--- config.mk ---
export PLATFORM = sky130hd
export DESIGN_NAME = matmul_sequencer_flat
export DESIGN_NICKNAME = d
export VERILOG_FILES = /design/src/rtl/matmul_sequencer_if.sv /design/src/rtl/matmul_sequencer.sv /design/src/flat_wrapper.sv
export SDC_FILE = /design/constraint.sdc
export NUM_CORES = 1
export LEC_CHECK = 0
export BUFFER_PORTS_ARGS = -buffer_cell sky130_fd_sc_hd__buf_2
export CAP_MARGIN = 0
export CORE_MARGIN = 4
export CORE_UTILIZATION = 52
export DETAILED_ROUTE_END_ITERATION = 10
export GPL_TIMING_DRIVEN = 0
export PLACE_DENSITY = 0.78
export SYNTH_ARGS = -nofsm -noshare
export SYNTH_HDL_FRONTEND = slang
export SYNTH_SLANG_ARGS = --single-unit
--- constraint.sdc ---
create_clock -name clk -period 8.9 [get_ports clk]
set_clock_uncertainty 0.15 [all_clocks]
set_input_delay 0.89 -clock clk [delete_from_list [all_inputs] [get_ports clk]]
set_output_delay 0.89 -clock clk [all_outputs]
set_load 0.02 [all_outputs]
--- src/rtl/matmul_sequencer_if.sv ---
// Job interface of the 3x3 matrix-multiply sequencer: operands in, product
// and handshake status out. Matrices are packed row-major with [0][0] in
// the most significant W bits.
interface matmul_sequencer_if #(
  parameter int W = 16
);
  logic             start;
  logic [9*W-1:0]   A;
  logic [9*W-1:0]   B;
  logic [9*W-1:0]   Result;
  logic             busy;
  logic             done;

  // Requester side: issues jobs and observes status.
  modport master (
    output start, A, B,
    input  Result, busy, done
  );

  // Sequencer side: accepts jobs and reports the product.
  modport slave (
    input  start, A, B,
    output Result, busy, done
  );
endinterface

--- src/rtl/matmul_sequencer.sv ---
// 3x3 matrix-multiply sequencer. A job latches both operands, then performs
// one multiply-accumulate per cycle through a single shared W x W
// multiplier (27 cycles), and publishes the whole product matrix at once.
// All arithmetic wraps modulo 2^W.
module matmul_sequencer #(
  parameter int W = 16
) (
  input  logic                clk,
  input  logic                rst,
  matmul_sequencer_if.slave   bus
);

  typedef enum logic [1:0] {
    IDLE,
    RUN,
    DONE
  } state_e;

  state_e           state_q, state_d;
  logic [1:0]       i_q, i_d;
  logic [1:0]       j_q, j_d;
  logic [1:0]       k_q, k_d;
  logic [W-1:0]     acc_q, acc_d;
  logic [9*W-1:0]   aop_q, aop_d;
  logic [9*W-1:0]   bop_q, bop_d;
  logic [9*W-1:0]   res_q, res_d;
  logic [W-1:0]     work_q [9];
  logic [W-1:0]     work_d [9];

  logic [3:0]       a_idx, b_idx;
  logic [W-1:0]     a_el, b_el;
  logic [W-1:0]     prod;
  logic [W-1:0]     sum;

  // Element e (= 3*row + col) of a packed row-major matrix.
  function automatic logic [W-1:0] elem(input logic [9*W-1:0] m,
                                        input logic [3:0]     e);
    return m[9*W-1 - W*int'(e) -: W];
  endfunction

  // Pack a working matrix back into the row-major bus format.
  function automatic logic [9*W-1:0] pack(input logic [W-1:0] w [9]);
    logic [9*W-1:0] p;
    p = '0;
    for (int e = 0; e < 9; e++) begin
      p[9*W-1 - W*e -: W] = w[e];
    end
    return p;
  endfunction

  // Shared multiplier: Aop[i][k] * Bop[k][j], truncated to W bits by the
  // W-bit destination, which is exactly the modulo-2^W product.
  assign a_idx = {2'b00, i_q} * 4'd3 + {2'b00, k_q};
  assign b_idx = {2'b00, k_q} * 4'd3 + {2'b00, j_q};
  assign a_el  = elem(aop_q, a_idx);
  assign b_el  = elem(bop_q, b_idx);
  assign prod  = a_el * b_el;
  assign sum   = acc_q + prod;

  // Next-state and datapath update for the IDLE -> RUN -> DONE sequence.
  // NOTE: every variable gets its hold value first, so no path through the
  // case statement can leave one unassigned and infer a latch.
  always_comb begin
    state_d = state_q;
    i_d     = i_q;
    j_d     = j_q;
    k_d     = k_q;
    acc_d   = acc_q;
    aop_d   = aop_q;
    bop_d   = bop_q;
    res_d   = res_q;
    work_d  = work_q;

    case (state_q)
      IDLE: begin
        if (bus.start) begin
          aop_d   = bus.A;
          bop_d   = bus.B;
          acc_d   = '0;
          i_d     = 2'd0;
          j_d     = 2'd0;
          k_d     = 2'd0;
          state_d = RUN;
        end
      end

      RUN: begin
        if (k_q == 2'd2) begin
          // Last term of element [i][j]: retire it and restart the sum.
          work_d[a_idx - {2'b00, k_q} + {2'b00, j_q}] = sum;
          acc_d = '0;
          k_d   = 2'd0;
          if (j_q == 2'd2) begin
            j_d = 2'd0;
            if (i_q == 2'd2) begin
              i_d     = 2'd0;
              res_d   = pack(work_d);
              state_d = DONE;
            end else begin
              i_d = i_q + 2'd1;
            end
          end else begin
            j_d = j_q + 2'd1;
          end
        end else begin
          acc_d = sum;
          k_d   = k_q + 2'd1;
        end
      end

      DONE: begin
        state_d = IDLE;
      end

      default: begin
        state_d = IDLE;
      end
    endcase
  end

  // FSM state register; reset wins over any pending start.
  // NOTE: sequential state uses non-blocking assignments so every register
  // samples the pre-edge values regardless of block ordering.
  always_ff @(posedge clk) begin
    if (rst) begin
      state_q <= IDLE;
    end else begin
      state_q <= state_d;
    end
  end

  // Control and result registers, cleared by reset so an aborted job leaves
  // no trace on Result.
  always_ff @(posedge clk) begin
    if (rst) begin
      i_q   <= 2'd0;
      j_q   <= 2'd0;
      k_q   <= 2'd0;
      acc_q <= '0;
      res_q <= '0;
    end else begin
      i_q   <= i_d;
      j_q   <= j_d;
      k_q   <= k_d;
      acc_q <= acc_d;
      res_q <= res_d;
    end
  end

  // Operand copies and working matrix.
  // NOTE: these storage arrays are deliberately not reset: every job loads
  // the operands before use and writes all nine working elements before
  // they are published, so stale contents are never observable.
  always_ff @(posedge clk) begin
    aop_q  <= aop_d;
    bop_q  <= bop_d;
    work_q <= work_d;
  end

  assign bus.Result = res_q;
  assign bus.busy   = (state_q == RUN);
  assign bus.done   = (state_q == DONE);

endmodule

--- src/flat_wrapper.sv ---
// flat-port wrapper written by rule: the top's interface ports become plain ports
module matmul_sequencer_flat 
#(
  parameter int W = 16
)
  (clk, rst, bus_start, bus_A, bus_B, bus_Result, bus_busy, bus_done);
  matmul_sequencer_if #(.W(W)) bus_i ();
  input  logic clk;
  input  logic rst;
  input wire logic [$bits(bus_i.start)-1:0] bus_start;
  input wire logic [$bits(bus_i.A)-1:0] bus_A;
  input wire logic [$bits(bus_i.B)-1:0] bus_B;
  output wire logic [$bits(bus_i.Result)-1:0] bus_Result;
  output wire logic [$bits(bus_i.busy)-1:0] bus_busy;
  output wire logic [$bits(bus_i.done)-1:0] bus_done;
  assign bus_i.start = bus_start;
  assign bus_i.A = bus_A;
  assign bus_i.B = bus_B;
  assign bus_Result = bus_i.Result;
  assign bus_busy = bus_i.busy;
  assign bus_done = bus_i.done;
  matmul_sequencer #(.W(W)) u_core (.clk(clk), .rst(rst), .bus(bus_i));
endmodule
# Yosys cells after proc, flatten, opt, wreduce, memory -nomap -nowiden
# Index checks and enable logic that the tools add are counted.
# W data, S select, Z words.
# word_totals
regBits,600
input_bits,291
word_cells,75
output_inout_bits,146
# op_classes
n_reduce_logical,10
n_mul,3
shifts,2
n_eq_ne,9
order_cmp,2
add_sub_neg,10
bitwise_logic,1
muxes,21
# op_table
op,n
$shiftx A159 B32 Y16,2
$bwmux W144,1
$demux W16 S4,1
$mux W16,3
$pmux W16 S2,1
$mux W2,11
$sub A8 B8 Y9 const A,2
$add A16 B16 Y16,1
$mul A16 B16 Y16,1
$pmux W2 S2,4
$add A4 B2 Y4,3
$reduce_and A4 Y1,3
$eq A2 B2 Y1 const B,4
$mul A2 B2 Y4 const B,2
$add A2 B1 Y2 const B,3
$ne A2 B1 Y1 const B,3
$reduce_and A2 Y1,3
$ge A5 B5 Y1 const B,1
$lt A5 B1 Y1 const B,1
$not A4 Y5,1
$sub A4 B2 Y4,1
$reduce_and A3 Y1,1
$eq A2 B1 Y1 const B,1
$logic_not A2 Y1,1
other kinds (3),3

# Longest topological paths before layout
# depth
word_depth,10
depth_mapped,38
depth_no_buf,33

# Worst setup path before layout
# OpenSTA, ideal clock, no wires.
# synth_timing
kind,reg2reg
startpoint,register u_core.k_q[0]
endpoint,register u_core.res_q[15] (netlist: u_core.bus.Result[15])
synth_period_minus_slack_ps,8792
path_slack_ps,108
arrival_time_ps,8527
setup_ps,115
path_buffers,8
required_time_ps,8635
stages_incl_launch_ff,34
path_cell_list,dfxtp_1 > ha_1 > buf_6 > buf_4 > buf_6 > buf_6 > inv_1 > ha_1 > buf_2 > buf_2 > clkbuf_1 > mux4_2 > nand2_1 > a311o_1 > clkbuf_1 > or2_2 > fa_1 > inv_1 > fa_1 > fa_1 > fa_1 > inv_1 > fa_1 > fa_1 > xor2_1 > xnor2_1 > xnor2_1 > xnor2_1 > xnor2_1 > xnor3_1 > xnor3_2 > xnor2_2 > mux2_2 > o21a_1
# synth_between
elab_chain_len,9
word_cells_on_any_way,20
cone_classes,add/sub: 7; mul: 2; order compare: 2; eq/ne: 1; shift: 2; mux: 3; bitwise: 1; reduce/logical: 2
# synth_lines
item,line_no,source
from (decl),matmul_sequencer.sv:22,"logic [1:0] k_q, k_d;"
from (signal assigned),matmul_sequencer.sv:144,k_q <= k_d;
"parallel branches: the longest is 9 deep, another holds $mul A16 B16 Y16",--,
to (signal assigned),matmul_sequencer.sv:146,res_q <= res_d;
to (decl),matmul_sequencer.sv:26,"logic [9*W-1:0] res_q, res_d;"
# Parallel ways; which one is timed is not known.
# A chain may end at the register's enable or synchronous reset.

# Final worst setup path
# Same ends and word-level chain as after synthesis.

==> report_table.html <==
<table>
<tr><th>Metric</th><th>Value</th></tr>
<tr><th colspan="2">Outcome</th></tr>
<tr><td>Run status</td><td>completed</td></tr>
<tr><th colspan="2">GRT</th></tr>
<tr><td>Leftover overflow at the end of global routing</td><td>0</td></tr>
<tr><td>Maximum number of pins on one net before global-route repair</td><td>145</td></tr>
<tr><td>Wire length of the first global-routing pass</td><td>111500 um</td></tr>
<tr><td>Overall global routing resource usage</td><td>approximately 25%</td></tr>
<tr><td>Initial antenna violation count</td><td>9</td></tr>
<tr><td>Number of global-route vias before repair</td><td>20.58k</td></tr>
<tr><th colspan="2">Synth</th></tr>
<tr><td>Fraction of the mapped netlist area in simple logic gates</td><td>roughly 13%</td></tr>
<tr><td>Number of flops mapped to enable cells by yosys</td><td>432</td></tr>
<tr><td>Post-synth net total</td><td>about 2.8k</td></tr>
<tr><td>YS warnings</td><td>0</td></tr>
<tr><td>Proportion of synthesized area in mux cells</td><td>6.933%</td></tr>
<tr><td>Fraction of the mapped netlist area in compound gates</td><td>about 5%</td></tr>
<tr><td>Fraction of synthesized cell area in xor and xnor cells</td><td>1.677%</td></tr>
<tr><td>Main combinational cell family by area after synthesis</td><td>simple AND/OR/NAND/NOR gates</td></tr>
<tr><td>Post-Syn Instances</td><td>about 2.4k</td></tr>
<tr><td>Most used DFF post-synth</td><td>edfxtp_1</td></tr>
<tr><td>Distinct cells, synth</td><td>59</td></tr>
<tr><td>Adder-Cell Fraction of Synth Area</td><td>between 10% and 20%</td></tr>
<tr><td>Sequential cell area fraction in the yosys report</td><td>between 50% and 60%</td></tr>
<tr><td>Area of the mapped netlist</td><td>27970 um^2</td></tr>
<tr><td>Number of register bits inferred by synthesis</td><td>600</td></tr>
<tr><td>Average cell area after synthesis</td><td>~12 um^2</td></tr>
<tr><td>Proportion of synthesized flip-flops having asynchronous set or reset</td><td>0%</td></tr>
<tr><th colspan="2">CTS</th></tr>
<tr><td>Cts bufs inserted</td><td>60</td></tr>
<tr><td>Clock root buffer</td><td>clkbuf_16</td></tr>
<tr><td>Clock insertion delay at the later pin of the skew report</td><td>~670 ps</td></tr>
<tr><td>CTS tree</td><td>done</td></tr>
<tr><td>Bufs on Longest Clock Path</td><td>3</td></tr>
<tr><td>Number of clock sinks seen by CTS</td><td>600</td></tr>
<tr><td>Post-CTS Hold Fix Bufs</td><td>0</td></tr>
<tr><td>Clk pin slew, worst setup/hold paths</td><td>about 60 ps</td></tr>
<tr><td>H-Tree Level Count</td><td>2</td></tr>
<tr><th colspan="2">Drt</th></tr>
<tr><td>Uppermost signal routing layer after detailed routing</td><td>met4</td></tr>
<tr><td>Average via count per standard cell</td><td>about 5.5</td></tr>
<tr><td>Count of nets left with antenna violations after detail routing</td><td>0</td></tr>
<tr><td>Post-route DRC</td><td>0</td></tr>
<tr><td>Routed metal-1 wire length</td><td>27540 um</td></tr>
<tr><td>Wirelength, routed</td><td>roughly 75000 um</td></tr>
<tr><td>Count of TritonRoute iterations in the first routing pass</td><td>6</td></tr>
<tr><td>WL met3</td><td>6628 um</td></tr>
<tr><td>Met2 wire len</td><td>~38000 um</td></tr>
<tr><td>Starting DRT DRC Count</td><td>between 1.5k and 2k</td></tr>
<tr><td>Via count</td><td>20.36k</td></tr>
<tr><td>Post-DR wirelength/cell</td><td>about 20 um</td></tr>
<tr><th colspan="2">STA</th></tr>
<tr><td>Final period utilization</td><td>98.57%</td></tr>
<tr><td>Transition at the pin with the smallest max-transition slack</td><td>roughly 1400 ps</td></tr>
<tr><td>Setup violators final</td><td>0</td></tr>
<tr><td>Setup repair after global routing missed its margin</td><td>yes</td></tr>
<tr><td>Peak Freq</td><td>around 0.11 GHz</td></tr>
<tr><td>Endpoints failing hold</td><td>0</td></tr>
<tr><td>Number of pins exceeding their max-slew limit in the final report</td><td>0</td></tr>
<tr><td>Shortest clock period the worst path allows after layout</td><td>about 9000 ps</td></tr>
<tr><td>Remaining max-slew budget at the tightest pin</td><td>7.495%</td></tr>
<tr><th colspan="2">Flow run</th></tr>
<tr><td>Max capacitance violation total</td><td>0</td></tr>
<tr><th colspan="2">Place</th></tr>
<tr><td>Placed Instances</td><td>around 3.5k</td></tr>
<tr><td>Number of input and output port buffers inserted</td><td>~440</td></tr>
<tr><td>Post-detail-place hpwl</td><td>about 54000 um</td></tr>
<tr><td>Weighted congestion at the end of routability-driven global placement</td><td>about 0.93</td></tr>
<tr><th colspan="2">Floorplan</th></tr>
<tr><td>Floorplan die width</td><td>roughly 240 um</td></tr>
<tr><td>Die Y-Extent</td><td>approximately 240 um</td></tr>
<tr><td>Area of the core</td><td>52870 um^2</td></tr>
<tr><td>Std cell rows</td><td>between 80 and 90</td></tr>
<tr><td>Initial Util</td><td>a little over half</td></tr>
<tr><td>Number of top-level pins</td><td>between 400 and 500</td></tr>
<tr><td>Area of the die</td><td>about 58000 um^2</td></tr>
<tr><th colspan="2">Worst setup path</th></tr>
<tr><td>Highest net fanout along the worst path</td><td>10</td></tr>
<tr><td>Worst Setup Path Type</td><td>reg2reg</td></tr>
<tr><td>Most repeated library cell on the critical path</td><td>fa_1</td></tr>
<tr><td>Slowest cell on crit path</td><td>fa_1</td></tr>
<tr><td>Number of cell instances on the worst register-to-register path</td><td>33</td></tr>
<tr><td>Kind of end point of the critical path</td><td>register</td></tr>
<tr><td>Endpoint required time on the critical path</td><td>between 9000 and 10000 ps</td></tr>
<tr><td>Longest individual stage delay on the worst path</td><td>about 570 ps</td></tr>
<tr><td>Category of the worst setup path launch point</td><td>register</td></tr>
<tr><td>Critical path arrival</td><td>slightly above 9000 ps</td></tr>
<tr><th colspan="2">Power</th></tr>
<tr><td>Total power</td><td>between 10 and 15 mW</td></tr>
<tr><td>Static leakage power</td><td>roughly 14 nW</td></tr>
<tr><td>Largest vdd supply drop</td><td>0.7274 mV</td></tr>
<tr><td>Pwr dens</td><td>384.8 nW/um^2</td></tr>
<tr><th colspan="2">Finish</th></tr>
<tr><td>Area added between synthesis and finish</td><td>24.26%</td></tr>
<tr><td>Non-Filler Instances</td><td>3704</td></tr>
<tr><td>Share of final-layout standard cells stronger than drive strength 1</td><td>between 20% and 30%</td></tr>
<tr><td>Net count of the finished layout</td><td>approximately 3.4k</td></tr>
<tr><td>Final core utilization</td><td>around two thirds</td></tr>
<tr><th colspan="2">Hold path</th></tr>
<tr><td>Type of the worst min-delay path</td><td>in2reg</td></tr>
<tr><td>Hold depth</td><td>1</td></tr>
</table>
-- where the power goes --
part / total (mW) / switching [mW] / internal (mW)
clock: 2.40 / 1.09 / 1.32
sequential: 3.26 / 0.0394 / 3.22
combinational: 7.71 / 4.79 / 2.92
total: 13.4 / 5.91 / 7.46
-- cells in the mapped netlist (2+ instances only) --
cell type	count	area, um^2
a21o_1	7	52.55
o21bai_1	4	30.03
nand2b_1	11	68.82
o31a_1	2	17.52
buf_6	3	33.78
o21ai_0	27	135.1
nand2_1	456	1712
a22oi_1	13	97.59
mux2i_1	7	70.07
dfxtp_1	168	3363
o21ai_1	3	15.01
mux2_2	38	427.9
a2111oi_2	2	30.03
xnor2_1	30	262.8
a21oi_1	73	365.4
xnor2_2	2	32.53
nor2_1	305	1145
o21a_1	22	165.2
a211o_1	5	43.79
a31oi_1	4	25.02
xor2_1	5	43.79
nand3_1	29	145.1
nand3b_1	2	15.01
xnor3_1	4	90.09
buf_1	8	30.03
buf_4	3	22.52
or2_2	12	75.07
ha_1	69	863.3
and2_1	8	50.05
o31ai_1	2	15.01
a311oi_1	18	157.7
mux4_2	64	1441
nor3_1	79	395.4
a32oi_1	2	17.52
a211oi_1	13	97.59
edfxtp_1	432	12970
fa_1	100	2002
clkbuf_1	92	345.3
and3_1	6	37.54
a311o_1	3	30.03
o2111ai_1	5	43.79
buf_2	11	55.05
nor2b_1	9	56.30
inv_1	188	705.7
-- placed cells by master (no fill, tap or decap), types with 13 or more instances in the layout --
cell type and instances:
nand2_1 447, buf_2 440, edfxtp_1 432, nor2_1 302, inv_1 176, dfxtp_1 163
fa_1 94, buf_4 89, clkbuf_1 84, nor3_1 79, mux4_2 64, a21oi_1 63
ha_1 62, clkbuf_16 62, mux2_2 37, nand3_1 28, xnor2_1 23, o21a_1 21
o21ai_0 21, a311oi_1 17, a22oi_1 13, clkinv_2 13
-- cells by family after synthesis --
family | Yosys count
compound gates | 211
buf+inv | 306
simple gates | 923
xor+xnor | 43
flops | 600
mux | 109
fa+ha+maj | 169
-- sequential cells by signal (all words and copies together), names as in the netlist --
register and cells:
u_core.i_q 2, u_core.acc_q 16, u_core.bop_q 144, u_core.j_q 2, u_core.state_q 2, u_core.k_q 2
u_core.bus.Result 144, u_core.work_q 144, u_core.aop_q 144
-- cell type report --
type	instances	area, um^2
Tap cell	688	860.8
Clock inverter	31	227.7
Clock buffer	80	1658
Inverter	189	728.2
Buffer	113	743.2
Timing Repair Buffer	538	3088
Multi-Input combinational cell	1455	11080
Fill cell	3762	18110
Antenna cell	10	25.02
Sequential cell	600	16350
-- per-stage QoR --
stage / worst slack [ps] / instance area (um^2) / TNS (ps) / hold slack (ps)
after floorplan: 107.9 / 27970 / 0 / 286.3
after global placement: -1788 / 31010 / -375140 / 295.3
after detailed placement: -1805 / 31140 / -220160 / 296.4
after CTS: 0.3846 / 33860 / 0 / 238.9
after global routing: -97.88 / 34750 / -175.4 / 239.8
final: 127.3 / 34760 / 0 / 269.5
-- path summary, 6_finish.rpt --
check | startpoint | to | slack (ps)
worst max-delay path | u_core.k_q[0]$_SDFFE_PP0P_ | u_core.bus.Result[15]$_SDFFE_PP0P_ | 130
worst min-delay path | bus_A[102] | u_core.aop_q[102]$_DFFE_PP_ | 270
worst max register to register | u_core.k_q[0]$_SDFFE_PP0P_ | u_core.bus.Result[15]$_SDFFE_PP0P_ | 130
worst min register to register | u_core.bus.Result[82]$_SDFFE_PP0P_ | u_core.bus.Result[82]$_SDFFE_PP0P_ | 300
-- layer usage --
layer	vias up	GRT usage (%)
li1	9292	-
met1	9866	31.19
met2	1033	43.82
met3	173	4.393
met4	0	9.496
met5	-	0
-- worst max-delay path: cells and delay by family, from the launching register on --
family	cells	cell delay, ps
muxes	2	790
AOI/OAI and AO/OA	3	440
and+or+nand+nor	2	210
xor gates and xnor gates	8	1680
DFF	1	380
buffers and inverters	9	1050
adders and majority gates	9	3920
-- repair_timing --
| action | CTS | global route |
|---|---|---|
| endpoints found under the setup margin | 224 | 88 |
| cloned | 0 | 2 |
| buffers inserted | 22 | 75 |
| gates resized for setup | 160 | 76 |
| pin swaps | 22 | 49 |
| endpoints found under the hold margin | 0 | 0 |
No activity file was read; power rests on OpenSTA's default activity.
